$ cat config.mk
export PLATFORM = sky130hd
export DESIGN_NAME = systolic_feeder
export DESIGN_NICKNAME = d
export VERILOG_FILES = /design/src/rtl/systolic_feeder.sv
export SDC_FILE = /design/constraint.sdc
export NUM_CORES = 1
export LEC_CHECK = 0
export CORE_MARGIN = 2
export CORE_UTILIZATION = 39
export DETAILED_ROUTE_END_ITERATION = 16
export GPL_ROUTABILITY_DRIVEN = 0
export GPL_TIMING_DRIVEN = 0
export PLACE_DENSITY = 0.55
export REMOVE_ABC_BUFFERS = 1
export SETUP_SLACK_MARGIN = 0.1
export SYNTH_ARGS = -nofsm -noshare
export SYNTH_HDL_FRONTEND = slang
export SYNTH_SLANG_ARGS = --single-unit
$ cat constraint.sdc
create_clock -name clk -period 4.5 [get_ports clk]
set_input_delay 0.45 -clock clk [delete_from_list [all_inputs] [get_ports clk]]
set_output_delay 0.45 -clock clk [all_outputs]
set_load 0.03 [all_outputs]
$ cat src/rtl/systolic_feeder.sv
// Operand feeder for the 4x4 systolic array: buffers matrices A and B, then streams skewed wavefronts.
// Optional SYSTOLIC_FEEDER_ERR_EN adds a sticky err flag for requests made while busy.
module systolic_feeder #(
   parameter int unsigned DW           = 16,
   parameter int unsigned DRAIN_CYCLES = 3
) (
   input  logic          clk,
   input  logic          rst,
   input  logic          wr_en,
   input  logic          wr_sel,
   input  logic [3:0]    wr_addr,
   input  logic [DW-1:0] wr_data,
   input  logic          start,
   output logic          busy,
   output logic          arr_rst,
   output logic [DW-1:0] out_west0,
   output logic [DW-1:0] out_west4,
   output logic [DW-1:0] out_west8,
   output logic [DW-1:0] out_west12,
   output logic [DW-1:0] out_north0,
   output logic [DW-1:0] out_north1,
   output logic [DW-1:0] out_north2,
   output logic [DW-1:0] out_north3,
`ifdef SYSTOLIC_FEEDER_ERR_EN
   input  logic          err_clr,
   output logic          err,
`endif
   output logic          done
);

   localparam int unsigned FeedLen = 7;
   localparam int unsigned CntMax  = (DRAIN_CYCLES > FeedLen) ? DRAIN_CYCLES : FeedLen;
   localparam int unsigned CW      = $clog2(CntMax + 1);

   typedef enum logic [2:0] {StIdle, StClear, StFeed, StDrain, StFin} state_e;

   state_e        state_q;
   logic [CW-1:0] cnt_q;
   logic [DW-1:0] a_q [16];
   logic [DW-1:0] b_q [16];
   logic [DW-1:0] west_q [4];
   logic [DW-1:0] north_q [4];
   logic [DW-1:0] west_d [4];
   logic [DW-1:0] north_d [4];

   logic          feed_en;
   logic [2:0]    wave_t;
   logic [2:0]    d_off;
   logic [3:0]    a_idx;
   logic [3:0]    b_idx;
   logic          in_band;

   // Wavefront for the coming cycle: t=0 is loaded while leaving CLEAR.
   always_comb begin
      feed_en = (state_q == StClear) ||
                ((state_q == StFeed) && (cnt_q != CW'(FeedLen - 1)));
      wave_t  = (state_q == StClear) ? 3'd0 : 3'(cnt_q + 1'b1);
      d_off   = '0;
      a_idx   = '0;
      b_idx   = '0;
      in_band = 1'b0;
      for (int i = 0; i < 4; i++) begin
         d_off      = wave_t - 3'(i);
         in_band    = feed_en && (wave_t >= 3'(i)) && (d_off <= 3'd3);
         a_idx      = {2'(i), d_off[1:0]};
         b_idx      = {d_off[1:0], 2'(i)};
         west_d[i]  = in_band ? a_q[a_idx] : '0;
         north_d[i] = in_band ? b_q[b_idx] : '0;
      end
   end

   always_ff @(posedge clk) begin
      if (rst) begin
         state_q <= StIdle;
         cnt_q   <= '0;
         busy    <= 1'b0;
         arr_rst <= 1'b0;
         done    <= 1'b0;
         for (int k = 0; k < 16; k++) begin
            a_q[k] <= '0;
            b_q[k] <= '0;
         end
         for (int k = 0; k < 4; k++) begin
            west_q[k]  <= '0;
            north_q[k] <= '0;
         end
      end else begin
         for (int k = 0; k < 4; k++) begin
            west_q[k]  <= west_d[k];
            north_q[k] <= north_d[k];
         end
         case (state_q)
            StIdle: begin
               if (wr_en) begin
                  if (wr_sel) b_q[wr_addr] <= wr_data;
                  else        a_q[wr_addr] <= wr_data;
               end
               if (start) begin
                  state_q <= StClear;
                  busy    <= 1'b1;
                  arr_rst <= 1'b1;
               end
            end
            StClear: begin
               state_q <= StFeed;
               arr_rst <= 1'b0;
               cnt_q   <= '0;
            end
            StFeed: begin
               if (cnt_q == CW'(FeedLen - 1)) begin
                  cnt_q <= '0;
                  if (DRAIN_CYCLES == 0) begin
                     state_q <= StFin;
                     busy    <= 1'b0;
                     done    <= 1'b1;
                  end else begin
                     state_q <= StDrain;
                  end
               end else begin
                  cnt_q <= cnt_q + 1'b1;
               end
            end
            StDrain: begin
               if (cnt_q == CW'(DRAIN_CYCLES - 1)) begin
                  state_q <= StFin;
                  busy    <= 1'b0;
                  done    <= 1'b1;
                  cnt_q   <= '0;
               end else begin
                  cnt_q <= cnt_q + 1'b1;
               end
            end
            StFin: begin
               state_q <= StIdle;
               done    <= 1'b0;
            end
            default: begin
               state_q <= StIdle;
               busy    <= 1'b0;
               arr_rst <= 1'b0;
               done    <= 1'b0;
            end
         endcase
      end
   end

`ifdef SYSTOLIC_FEEDER_ERR_EN
   // Set wins over a simultaneous clear.
   always_ff @(posedge clk) begin
      if (rst)                         err <= 1'b0;
      else if (busy && (wr_en || start)) err <= 1'b1;
      else if (err_clr)                err <= 1'b0;
   end
`endif

   assign out_west0  = west_q[0];
   assign out_west4  = west_q[1];
   assign out_west8  = west_q[2];
   assign out_west12 = west_q[3];
   assign out_north0 = north_q[0];
   assign out_north1 = north_q[1];
   assign out_north2 = north_q[2];
   assign out_north3 = north_q[3];

endmodule
==> metrics.md, run 1 <==
| Metric | Value |
|---|---|
| Die Area | 69300 sq um |
| Vias/cell | 5.24 |
| Synth-to-layout area growth | 18.6% |
| Setup Skew | 17.1 ps |
| WHS | 472 ps |
| GRT Util Overall | 19.1% |
| Yosys cell types | 43 |
| Critical Path RT | 4990 ps |
| Boundary Pins | 156 |
| Die width | ~260 um |
| Start of the worst register-to-register path | cnt_q[0] |
| Hpwl dp | 37.4 mm |
| Pint | 0.0106 W |
| Die Y | 263 um |
| Rows | 95 |
| Reg power frac | 48.5% |
| CTS tree | done |
| CP max stage cell | dfxtp_1 |
| Crit-path most repeated cell | inv_1 |
| Post-synthesis register bit count | 649 |
| Commonest cells after routing, fill and taps aside | 512 x and2_1, 512 x edfxtp_1, 143 x clkdlybuf4s50_1, 137 x dfxtp_1, 136 x nor2_1 |
| Most used flip-flop cell after synthesis | edfxtp_1 |
| P per Cell Area | 445 nW/um^2 |
| Worst Path Buf+Inv | 5 |
| Startpoint Class | register |
| F_max | 0.250 GHz |
| Combinational fraction of design power | approximately a tenth |
| Critical Path Max Stage Delay | around 600 ps |
| Crit path max fanout | 46 |
| Core Area | 66900 sq um |
| Min-Delay Path Class | in2reg |
| Max-Cap Viols | 0 |
| Via count | 15.3k |
| Clock power frac | a little over two fifths |
| Start point of the worst hold path | rst |
| Post-synth EDFFs | ~500 |
| Relative slew margins | 9.65% |
| Asr flop ratio synth | 0% |
| Vias in the first global route | 15.5k |
| Worst-path cell chain | inv_1 > ha_4 > buf_16 > nor2_1 > inv_1 > ha_4 > inv_1 > a21oi_4 > buf_16 > nand2_1 > a21oi_1 |
| H-tree depth | 3 |
| Worst r2r path cells | 11 |
| Crit path DAT | 4490 ps |
| Status | complete, no violations |
| Mapped Cells | 1898 |
| WS Path Type | reg2reg |
| NetSw | 0.00321 W |
| Mapped Avg Cell Area | about 14 sq um |
| Num CTS Buffers | 70 |
| RSZ-0062 raised after global routing | no |
| Largest net degree at the start of global routing | 61 |
| DRC violations left | 0 |
| Hold depth | 2 |
| Setup-failing EPs final | 0 |
| Worst r2r dst | north_q[1][11] |
| Tmin final | 4000 ps |
| Reg2Reg Setup Slack | 500 ps |
| WL/cell | 22.9 um |
| Layout cells sized above 1 | roughly 16% |
| Post-synthesis sequential area ratio | 69.1% |
| Ys Warns | 0 |
| Net Sw Frac | 23.2% |
| Initial Util | about two fifths |
| Global-route wire length before repair | 98.2 mm |
| Setup TNS | 0 ps |
| Layout net count | 2024 |
| Crit end category | register |
| Antenna-violating nets left | 0 |
| Maximum clock insertion buffer count | 3 |
| P_leak | 11.3 nW |
| Crit. Startpoint | cnt_q[0] |
| VDD IR max | roughly 310 uV |
| Hold Path Sink | arr_rst |
| Clock Sinks | 649 |
| IO Port Bufs | between 150 and 200 |
| Final hold vios | 0 |
| Post-route clock period utilization | 88.8% |
| CTS clk-pin slew, worst paths | 60 ps |
| Initial drt markers | ~1.4k |
| Family with the most delay on the worst path | buffers and inverters |
| Initial DRT Pass Iterations | 6 |
| Worst-Skew Late Latency | approximately 600 ps |
| Grt ovf | 0 |
| Final slew viol count | 0 |
| Initial antenna violation count | 3 |
| WL final | 66.7 mm |
| Worst-Margin Slew | 1350 ps |
| CTS root buf | clkbuf_16 |
| Setup Buffers After CTS | 0 |
| Synthesized area | between 20000 and 30000 sq um |
[state kept, by name (all words and copies together), names as in the netlist]
name	cells
a_q	256
cnt_q	3
b_q	256
north_q	64
state_q	3
west_q	64
done	1
busy	1
arr_rst	1
[layer usage]
layer  up-vias  global-route usage, %  part of all wire (%)
met2       475                   32.2                    49
met1      7658                   24.5                    42
li1       7034                      -                     -
met4         4                   6.05                   2.7
met5         -                      0                 0.027
met3       121                   4.00                   6.1
[cells in the mapped netlist, drive strengths merged (3+ instances only)]
cell	n	share of area, %
and2	512	12
nand4b	4	0.13
buf	20	0.36
clkbuf	141	2.0
nand4	4	0.095
or2	34	0.81
nor2	137	2.0
o21ai	4	0.076
nand2b	5	0.12
a22oi	33	0.94
nor2b	3	0.072
dfxtp	137	10
nand2	40	0.57
a21oi	40	0.76
mux2	127	5.5
edfxtp	512	59
ha	8	0.38
a222oi	96	3.7
inv	7	0.10
nor3	7	0.17
[how the worst max path moves through the flow]
stage / slack (ps) / endpoint / cells past startpoint
2_1_floorplan: -3600 / north_q[3][0] / 5
3_3_place_gp: -13590 / north_q[0][14] / 5
3_5_place_dp: 40 / north_q[1][11] / 10
4_1_cts: 100 / north_q[1][11] / 10
5_1_grt: 200 / north_q[1][11] / 11
6_report: 500 / north_q[1][11] / 11
[timing repair]
item | CTS | global route
endpoints found under the setup margin | 1 | 21
cloned | 1 | 1
pin swaps | 1 | 0
hold buffers | 0 | 0
resized for setup | 0 | 1
[power groups by stage]
| stage | combinational (W) | sequential, W | clock (W) |
|---|---|---|---|
| after floorplan | 0.000686 | 0.00689 | 0 |
| after global placement | 0.00128 | 0.00683 | 0 |
| after detailed placement | 0.00132 | 0.00684 | 0 |
| after CTS | 0.00133 | 0.00672 | 0.00592 |
| after global routing | 0.00142 | 0.00673 | 0.00615 |
| final | 0.00133 | 0.00672 | 0.00580 |
[kinds of logic after synthesis]
logic type	share of synthesized area (%)
XOR/XNOR	0.100
multiplexers	5.62
buffers and inverters	2.48
AO/OA/AOI/OAI	5.83
adder cells (fa/ha/maj)	0.382
AND/OR/NAND/NOR	16.5
flip-flops	69.1
[metrics by stage]
step / instances / util [%] / total power, W / setup slack (ps) / cell area (sq um)
floorplan: 1737 / - / 0.00757 / -3600 / 25600
global placement: 2765 / 42.2 / 0.00811 / -13590 / 28200
detailed placement: 2789 / 42.9 / 0.00817 / 35.6 / 28700
CTS: 2915 / 46.4 / 0.0140 / 103 / 31100
global route: 2917 / 46.5 / 0.0143 / 204 / 31100
finish: 2918 / 46.5 / 0.0138 / 502 / 31100
[cell type report]
type / instances / area, sq um
diodes: 1 / 2.50
clock buffers: 110 / 2190
clock inverters: 15 / 151
fillers: 5869 / 35800
inverters: 7 / 26.3
multi-input cells: 1083 / 7590
flip-flops and latches: 649 / 18100
well taps: 873 / 1090
repair buffers: 180 / 1930
No activity file was read; power rests on OpenSTA's default activity.
==> run 2, diff against run 1 <==
--- a/config.mk
+++ b/config.mk
@@ -7,6 +7,7 @@
 export LEC_CHECK = 0
 export CORE_MARGIN = 2
 export CORE_UTILIZATION = 39
+export CTS_CLUSTER_DIAMETER = 200
 export DETAILED_ROUTE_END_ITERATION = 16
 export GPL_ROUTABILITY_DRIVEN = 0
 export GPL_TIMING_DRIVEN = 0
==> results of run 2 <==
Same layout as run 1: the final DEF is identical, and so are final timing and power.
